===== src/rtl/uart_word_ctrl.sv =====
// Packs UART bytes into a little-endian word and hands it off over valid/ready.
// Partial words are supervised by an inter-byte timeout; bytes that arrive while a word is held are dropped and flagged.
module uart_word_ctrl #(
    parameter int BYTES          = 4,
    parameter int TIMEOUT_CYCLES = 100000
) (
    input  logic                         clk,
    input  logic                         reset,
    input  logic [7:0]                   rx_data,
    input  logic                         rx_valid,
    input  logic                         clear,
    output logic [8*BYTES-1:0]           word,
    output logic                         word_valid,
    input  logic                         word_ready,
    output logic [$clog2(BYTES+1)-1:0]   byte_count,
    output logic                         busy,
    output logic                         overrun,
    output logic                         timeout
);

    localparam int CW = $clog2(BYTES + 1);
    localparam int TW = $clog2(TIMEOUT_CYCLES);
    localparam logic [CW-1:0] LAST = CW'(BYTES - 1);
    localparam logic [TW-1:0] TMAX = TW'(TIMEOUT_CYCLES - 1);

    typedef enum logic [1:0] {IDLE, RECV, DONE} state_t;

    state_t              state, state_n;
    logic [8*BYTES-1:0]  word_n;
    logic [CW-1:0]       count_n;
    logic [TW-1:0]       tcnt, tcnt_n;
    logic                overrun_n, timeout_n;

    always_ff @(posedge clk or posedge reset) begin
        if (reset) begin
            state      <= IDLE;
            word       <= '0;
            byte_count <= '0;
            tcnt       <= '0;
            overrun    <= 1'b0;
            timeout    <= 1'b0;
        end else begin
            state      <= state_n;
            word       <= word_n;
            byte_count <= count_n;
            tcnt       <= tcnt_n;
            overrun    <= overrun_n;
            timeout    <= timeout_n;
        end
    end

    always_comb begin
        state_n   = state;
        word_n    = word;
        count_n   = byte_count;
        tcnt_n    = tcnt;
        overrun_n = 1'b0;
        timeout_n = 1'b0;
        if (clear) begin
            state_n = IDLE;
            count_n = '0;
            tcnt_n  = '0;
        end else begin
            unique case (state)
                IDLE: begin
                    if (rx_valid) begin
                        word_n[7:0] = rx_data;
                        count_n     = CW'(1);
                        tcnt_n      = '0;
                        state_n     = (BYTES == 1) ? DONE : RECV;
                    end
                end
                RECV: begin
                    if (rx_valid) begin
                        for (int i = 0; i < BYTES; i++) begin
                            if (byte_count == CW'(i)) word_n[8*i +: 8] = rx_data;
                        end
                        count_n = byte_count + CW'(1);
                        tcnt_n  = '0;
                        if (byte_count == LAST) state_n = DONE;
                    end else if (tcnt == TMAX) begin
                        state_n   = IDLE;
                        count_n   = '0;
                        tcnt_n    = '0;
                        timeout_n = 1'b1;
                    end else if (tcnt != '1) begin
                        tcnt_n = tcnt + TW'(1);
                    end
                end
                DONE: begin
                    if (word_ready) begin
                        state_n = IDLE;
                        count_n = '0;
                        // Back-to-back byte starts the next word in the hand-off cycle
                        if (rx_valid) begin
                            word_n[7:0] = rx_data;
                            count_n     = CW'(1);
                            tcnt_n      = '0;
                            state_n     = (BYTES == 1) ? DONE : RECV;
                        end
                    end else if (rx_valid) begin
                        overrun_n = 1'b1;
                    end
                end
                default: state_n = IDLE;
            endcase
        end
    end

    assign word_valid = (state == DONE);
    assign busy       = (state != IDLE);

endmodule


===== config.mk =====
export PLATFORM = sky130hd
export DESIGN_NAME = uart_word_ctrl
export DESIGN_NICKNAME = d
export VERILOG_FILES = /design/src/rtl/uart_word_ctrl.sv
export SDC_FILE = /design/constraint.sdc
export NUM_CORES = 1
export LEC_CHECK = 0
export ABC_AREA = 1
export CORE_MARGIN = 2
export CORE_UTILIZATION = 53
export CTS_CLUSTER_DIAMETER = 40
export CTS_CLUSTER_SIZE = 8
export DETAILED_ROUTE_END_ITERATION = 8
export PLACE_DENSITY = 0.8
export SYNTH_ARGS = -nofsm -noshare
export SYNTH_HDL_FRONTEND = slang
export SYNTH_SLANG_ARGS = --single-unit

===== constraint.sdc =====
create_clock -name clk -period 2.9 [get_ports clk]
set_clock_uncertainty 0.05 [all_clocks]
set_input_delay 0.29 -clock clk [delete_from_list [all_inputs] [get_ports clk]]
set_output_delay 0.29 -clock clk [all_outputs]
set_load 0.01 [all_outputs]

* Word-level counts from Yosys, hierarchy flattened
Index checks and enable logic that the tools add are counted.
** Operators by class
- Add/subtract/negate cells :: 2
- $mul :: 0
- Div/mod/pow operators :: 0
- Magnitude comparators :: 0
- Eq/ne operators :: 15
- Shift-type cells :: 0
- Muxes and demuxes :: 35
- Bitwise logic cells :: 1
- Reduce and logical (&&, ||, !) cells :: 12
** Operators by type and width (count)
- $mux 17 :: 6
- $pmux 17 s3 :: 1
- $mux 8 :: 4
- $pmux 8 s3 :: 1
- $reduce_and 4->1 :: 5
- $add 17x1->17 const B :: 1
- $eq 17x17->1 const B :: 1
- $ne 17x17->1 const B :: 1
- $mux 3 :: 5
- $mux 2 :: 6
- $mux 1 :: 10
- $pmux 3 s3 :: 1
- $ne 4x4->1 const B :: 2
- $eq 3x2->1 const B :: 2
- $pmux 2 s3 :: 1
- $ne 5x5->1 const B :: 1
- $reduce_and 5->1 :: 1
- $ne 2x2->1 const B :: 2
- $reduce_bool 4->1 :: 1
- $add 3x1->3 const B :: 1
- $eq 3x1->1 const B :: 1
- $logic_not 3->1 :: 1
- $ne 3x2->1 const B :: 1
- $ne 3x3->1 const B :: 1
- 8 further kinds :: 8
** Storage, ports and cells
- Register bits :: 56
- Bits in latches :: 0
- Memory bits (writable) :: 0
- Memory bits (read-only) :: 0
- Input port bits :: 13
- Word-level logic and storage cells :: 74
- Memories kept :: 0

* Depth between registers and ports, before layout
Gate-level depths: netlist of the first run.
- Depth in word-level cells :: 6
- Mapped depth :: 13
- Gate-level depth less buffers :: 12

* Worst setup path after synthesis of the first run
Ideal clock, no wire load.
- Path type :: register to register
- Start :: reg tcnt[0]
- End :: reg tcnt[4]
- Library setup time :: 0.065 ns
- Arrival time :: 1.940 ns
- Setup slack :: 0.845 ns
- Cell stages (with the launch flop) :: 14
- Path buffers :: 1
- Path through :: dfrtp_1 ha_1 nand3_2 nor2_1 nand4_1 nor3_1 ha_1 nand2_4 nand2_4 nand2_8 nand2_8 buf_8 nand2_1 nand2_1
** Between the ends
- Cells in the longest elaborated chain, start to end :: 6
- Elaborated cells between the ends (all ways) :: 10
- Those cells by class :: add/sub: 1; eq/ne: 3; mux: 5; reduce/logical: 1
** RTL lines
- from (decl) :: RTL line 31 : logic [TW-1:0] tcnt, tcnt_n;
- from (signal assigned) :: RTL line 46 : tcnt <= tcnt_n;
- $add 17x1->17 :: RTL line 87 : tcnt_n = tcnt + TW'(1);
- $mux 17 :: RTL line 86 : end else if (tcnt != '1) begin
- $mux 17 :: RTL line 81 : end else if (tcnt == TMAX) begin
- $mux 17 :: RTL line 74 : if (rx_valid) begin
- $pmux 17 s3 :: RTL line 64 : unique case (state)
- $mux 17 :: RTL line 59 : if (clear) begin
Several ways; a longest one is shown, not always the timed one. The select of a mux whose other input is x is not followed.
A chain may end at the register's enable or synchronous reset.

* Final worst setup path of the first run
- Start :: reg tcnt[1]
- End :: reg tcnt[11]
The elaborated chain is that of the path after synthesis.

==> results of run 1 <==
-- stage by stage --
stage	setup slack, ns	instances	instance area, µm²	total power [mW]	hold WS, ns
after detailed placement	0.639	475	3510	1.75	0.422
final	0.617	483	3600	2.19	0.280
after global routing	0.341	483	3600	2.32	0.320
after global placement	0.744	475	3510	1.73	0.416
after CTS	0.612	483	3600	2.20	0.290
after floorplan	0.845	359	2950	1.42	0.406
-- cells by family (layout without fill, tap and decap cells) --
logic type      Yosys count  count (layout)  synth area share
simple gates            193             193             0.304
xor+xnor                  8               8            0.0238
flops                    56              56             0.476
fa+ha+maj                11              11            0.0467
buf+inv                  45              97            0.0675
compound gates           46              46            0.0819
-- power by group through the flow --
| stage | Combinational, mW | Sequential, mW | Clock [mW] |
|---|---|---|---|
| finish | 0.743 | 0.993 | 0.453 |
| global route | 0.826 | 1.01 | 0.486 |
| floorplan | 0.368 | 1.05 | 0 |
| detailed placement | 0.745 | 1.00 | 0 |
| CTS | 0.747 | 0.992 | 0.464 |
| global placement | 0.729 | 1.00 | 0 |
-- routing by layer --
| metal | share of wire | vias up | GRT usage |
|---|---|---|---|
| met1 | 0.44 | 1172 | 0.287 |
| met3 | 0.057 | 7 | 0.0621 |
| met5 | 0 | - | 0 |
| met2 | 0.49 | 54 | 0.383 |
| met4 | 0.015 | 0 | 0.0649 |
| li1 | - | 1245 | - |
-- sequential cells by signal, indices dropped and copies added, names as in the netlist --
name / count
word: 32
tcnt: 17
byte_count: 3
state: 2
overrun: 1
timeout: 1
-- placed cells by master (no fill, tap or decap) --
cell              n
nor2_2            3
nand3_4           1
o21bai_1          2
clkinv_1          1
nand3_2           1
nand2_8           2
a31o_2            1
clkdlybuf4s50_1  51
nand4_1           5
nor3_1            6
dfrtp_1          56
xnor2_1           4
clkbuf_8          5
or2_1             1
nand2_2           7
inv_1            33
clkinvlp_4        1
buf_12            1
clkinv_4          1
nand3_1          27
nor3_2            1
xor2_1            4
inv_2             3
o21a_1            1
nor4_1            1
nand2_1          98
a21oi_1           1
nand2_4           2
o21ai_1           1
nor2_1           36
inv_8             1
nor2_4            2
ha_1             11
o21ai_0          40
-- worst max path at each step --
stage,end,start,slack [ns],depth (start not counted)
3_3_place_gp,byte_count[0]$_DFFE_PP0P_,clear,0.74,8
6_report,tcnt[11]$_DFFE_PP0P_,tcnt[1]$_DFFE_PP0P_,0.62,12
5_1_grt,tcnt[13]$_DFFE_PP0P_,tcnt[1]$_DFFE_PP0P_,0.34,12
4_1_cts,tcnt[11]$_DFFE_PP0P_,tcnt[1]$_DFFE_PP0P_,0.61,12
3_5_place_dp,tcnt[11]$_DFFE_PP0P_,tcnt[0]$_DFFE_PP0P_,0.64,12
2_1_floorplan,tcnt[4]$_DFFE_PP0P_,tcnt[0]$_DFFE_PP0P_,0.85,13
-- critical path: stages, from the launching register on --
cell and delay, ns:
dfrtp_1 0.41, ha_1 0.22, nand3_2 0.15, nor2_1 0.26
nand4_1 0.19, nor3_1 0.18, ha_1 0.22, nand2_4 0.06
nand2_4 0.08, nand2_8 0.11, nand2_8 0.15, nand2_1 0.06
nand2_1 0.07
-- cell type report --
class,count,area [µm²]
clock inverter,3,27.5
multi-input combinational,258,1350
tap,72,90.1
clock buffer,5,68.8
sequential,56,1400
timing repair buffer,52,531
fill,458,1840
inverter,37,139
==> flow_summary.json, run 1 <==
{
  "power.density_nw_per_um2": 608,
  "critPathMaxFanout": 18,
  "min_path_type": "input port to asynchronous set/reset pin",
  "wirelength_um": 6530,
  "vias": 2478,
  "yosysMostFrequentCell": "nand2_1",
  "synth_seq_cells": 56,
  "finalSetupTns_ns": 0,
  "io_buffers": 51,
  "ctsResizeCount": 0,
  "ant_nets": 0,
  "syn_area_um2": 2950,
  "nets": 434,
  "synth_cells": 359,
  "antenna_found_initial": 0,
  "wire_per_inst_um": 13.5,
  "hold_violations": 0,
  "worst_pin_slew_ns": 0.552,
  "drv_slew": 0,
  "synthTopCellsByCount": "nand2_1 (98), dfrtp_1 (56), o21ai_0 (40)",
  "r2r_cells": 12,
  "synthArstFlopShare": 1.00,
  "p_sw_mw": 0.762,
  "grt_use_total": 0.227,
  "via_per_inst": 5.13,
  "post_cts_buffers": 0,
  "core.rowCount": 27,
  "reg2reg_to": "tcnt[11]$_DFFE_PP0P_",
  "cts_buffers": 5,
  "start_util": 0.542,
  "grt_overflow_total": 0,
  "clock_sinks": 56,
  "r2r_setup_slack_ns": 0.62,
  "clkPwrFrac": 0.207,
  "swShare": 0.348,
  "route.detailed.drc": 0,
  "post-route-util": 0.663,
  "synth_edf_count": 0,
  "areaGrowthSynthToFinish_pct": 22.3,
  "crit_type": "register to register",
  "root_buffer": "clkbuf_8",
  "max_freq_ghz": 0.438,
  "die_h_um": 78.6,
  "critPathArrivalTime_ns": 2.49,
  "grt_max_degree": 34,
  "core_area_um2": 5440,
  "rsz0062_at_grt": "no",
  "synth.largest_area_cell": "dfrtp_1",
  "dp_hpwl_um": 4940,
  "slew-limit-headroom": 0.631,
  "clock_path_buffers": 2,
  "r2r_start": "tcnt[1]$_DFFE_PP0P_",
  "p_leak_nw": 1.63,
  "drt_pass1_iterations": 4,
  "finalCriticalPeriod_ns": 2.28,
  "ir_drop_mv": 0.581,
  "grt_first_pass_wirelength_um": 11000,
  "clock_latency_ns": 0.32,
  "ctsHoldBuffers": 0,
  "boundaryPins": 52,
  "dieArea_um2": 6170,
  "p_int_mw": 1.43,
  "setup_viol": 0,
  "yosysSeqAreaShare": 0.476,
  "synth.avg_cell_area_um2": 8.21,
  "status": "finished, final reports clean",
  "finalWeightedCongestion": 0.925,
  "drive_above_1_share": 0.0779,
  "clk_pin_slew_ns": 0.11,
  "grt_pass1_vias": 2452,
  "maxCapViolCount": 0,
  "ys_types": 32,
  "period_share": 0.787,
  "startpoint_type": "register",
  "synth_area_leaders": "dfrtp_1 (48%), nand2_1 (12%), o21ai_0 (6.8%)",
  "cp.required_ns": 3.11,
  "antenna_cells": 0,
  "synth_fp_nets": 383,
  "p_seq_frac": 0.454,
  "endpoint_kind": "register",
  "p_comb_frac": 0.339,
  "cts_tree": "built",
  "drt-initial-drc-count": 104,
  "yosysWarnings": 0,
  "cts_max_level": 2,
  "synth-main-ff-cell": "dfrtp_1",
  "synth.top_cell.area_share": 0.476,
  "die_width_um": 78.6
}
Power figures use the tool's default switching activity.
==> run 2, diff against run 1 <==
CORE_UTILIZATION = 48   (was 53)
PLACE_DENSITY = 0.77   (was 0.8)
clock period = 2 ns   (was 2.9 ns; I/O delays follow)
==> run 2 against run 1 <==
Net effect:
- sequential share of layout area shrank 3.0 points
- combinational power grew 74%
- utilization shrank 0.38 points
- final cell count grew 6.4%
- setup slack lost 0.54 ns
- clock power grew 48%
- global-route usage shrank 0.50 points
- power grew 55%
- first-iteration DRC count grew 45%
- largest cell class is now multi-input combinational cells
==> flow_summary.json, run 2 (synthesis results as in run 1) <==
{
  "status": "finished, final reports clean",
  "fillCellCount": 484,
  "maxCapViolCount": 0,
  "post-place-ws_ns": 0.0533,
  "ant_nets": 0,
  "drt-initial-drc-count": 151,
  "die_h_um": 82.4,
  "setup_ws_ns": 0.0789,
  "grt_pass1_vias": 2425,
  "core.rowCount": 28,
  "via_per_inst": 5.19,
  "top_register": "word",
  "drive_above_1_share": 0.153,
  "antenna_found_initial": 0,
  "worst_path_most_repeated_cell": "inv_1",
  "max_freq_ghz": 0.521,
  "boundaryPins": 52,
  "cts_tree": "built",
  "largest_reg_flops": 32,
  "grt_max_degree": 31,
  "vias": 2667,
  "clock_path_buffers": 2,
  "worst_pin_slew_ns": 0.390,
  "clock_sinks": 56,
  "dieArea_um2": 6780,
  "route.detailed.drc": 0,
  "finalWeightedCongestion": 0.909,
  "finalCriticalPeriod_ns": 1.92,
  "slowest_delay_ns": 0.55,
  "power.density_nw_per_um2": 871,
  "min_path_type": "input port to asynchronous set/reset pin",
  "post-route-util": 0.659,
  "worst_path_dominant_cell_family": "buffers and inverters",
  "setup_viol": 0,
  "wire_per_inst_um": 14.2,
  "io_buffers": 51,
  "endpoint_kind": "output pin",
  "cp.required_ns": 1.75,
  "rsz0062_at_grt": "yes",
  "startpoint_type": "register",
  "die_width_um": 82.4,
  "multi_input_comb_area_um2": 1460,
  "reg_top3": "word x32, tcnt x17, byte_count x3",
  "period_share": 0.961,
  "cpMaxStageDelayCell": "clkdlybuf4s50_1",
  "ctsHoldBuffers": 0,
  "start_util": 0.498,
  "final_common_cell": "nand2_1",
  "critPathMaxFanout": 3,
  "slew-limit-headroom": 0.740,
  "root_buffer": "clkbuf_8",
  "grt_overflow_total": 0,
  "hold_violations": 0,
  "core_area_um2": 5920,
  "nets": 462,
  "antenna_cells": 0,
  "drt_pass1_iterations": 4,
  "power_mw": 3.40,
  "critPathArrivalTime_ns": 1.67,
  "drv_slew": 0,
  "p_leak_nw": 1.78,
  "clk_pin_slew_ns": 0.11,
  "wirelength_um": 7300,
  "crit_type": "register to output pin",
  "final-seq-area_um2": 1400,
  "cts_max_level": 2,
  "crit_chain": "inv_1 > ha_1 > inv_1 > clkdlybuf4s50_1",
  "ir_drop_mv": 0.692,
  "clock_latency_ns": 0.32,
  "areaGrowthSynthToFinish_pct": 32.4,
  "dp_hpwl_um": 5030,
  "cp_num_buf_inv": 3,
  "final_cell_mix": "nand2_1 (96), dfrtp_1 (56), clkdlybuf4s50_1 (51)",
  "grt_use_total": 0.222,
  "grt_first_pass_wirelength_um": 11400,
  "cts_buffers": 5
}
==> run 2: cell count changes in the layout (fill, tap and decap cells not counted), sizes merged <==
cell	before	now
clkinvlp	1	0
clkinv	2	3
buf	1	25
nand2	109	113
==> run 2: where the power goes <==
group | internal (mW) | switching, mW
Combinational | 0.591 | 0.696
Sequential | 1.31 | 0.125
Clock | 0.264 | 0.407
==> run 2: final timing paths <==
path                                         to  slack, ns            startpoint  cells after the start
hold / removal             word[13]$_DFFE_PP0P_       0.21                 reset                      3
min in group clk           word[29]$_DFFE_PP0P_       0.44  word[29]$_DFFE_PP0P_                      2
setup reg to reg           tcnt[11]$_DFFE_PP0P_       0.10   tcnt[1]$_DFFE_PP0P_                     12
setup / recovery                           busy       0.08  state[0]$_DFFE_PP0P_                      4
max in group asynchronous   word[1]$_DFFE_PP0P_       1.38                 reset                      3
hold reg to reg            word[29]$_DFFE_PP0P_       0.44  word[29]$_DFFE_PP0P_                      2
==> run 2: what timing repair did <==
action / 4_1_cts / 5_1_grt
buffers inserted: 0 / 5
resized for setup: 0 / 15
endpoints found under the setup margin: 0 / 23
==> run 2: metal layers <==
layer,vias up,track usage,wire length [µm]
met3,16,0.0674,602
met1,1240,0.287,3030
met4,0,0.0750,196
met2,111,0.356,3470
met5,-,0,0
li1,1300,-,-
==> run 2: area by class of cell <==
class | instances | share of cell area
inverter | 37 | 0.0363
sequential | 56 | 0.359
tap | 75 | 0.0241
timing repair buffer | 76 | 0.179
clock buffer | 5 | 0.0176
multi-input combinational | 262 | 0.375
clock inverter | 3 | 0.00866
==> run 2: stage by stage <==
stage / hold WS, ns / area, µm² / cells / setup TNS, ns
final: 0.212 / 3900 / 514 / 0
after global routing: 0.241 / 3900 / 514 / -0.00573
after CTS: 0.214 / 3750 / 505 / 0
after detailed placement: 0.422 / 3640 / 497 / 0
after global placement: 0.417 / 3640 / 497 / 0
after floorplan: 0.316 / 2950 / 359 / 0
==> run 2: worst min-delay path: stages <==
cell and delay [ns]:
clkdlybuf4s50_1 0.42, inv_2 0.06, buf_4 0.31
==> run 3, diff against run 2 <==
CTS_CLUSTER_DIAMETER = default   (was 40)
==> results of run 3 <==
No change in the layout: final DEF, timing and power equal those of run 2.
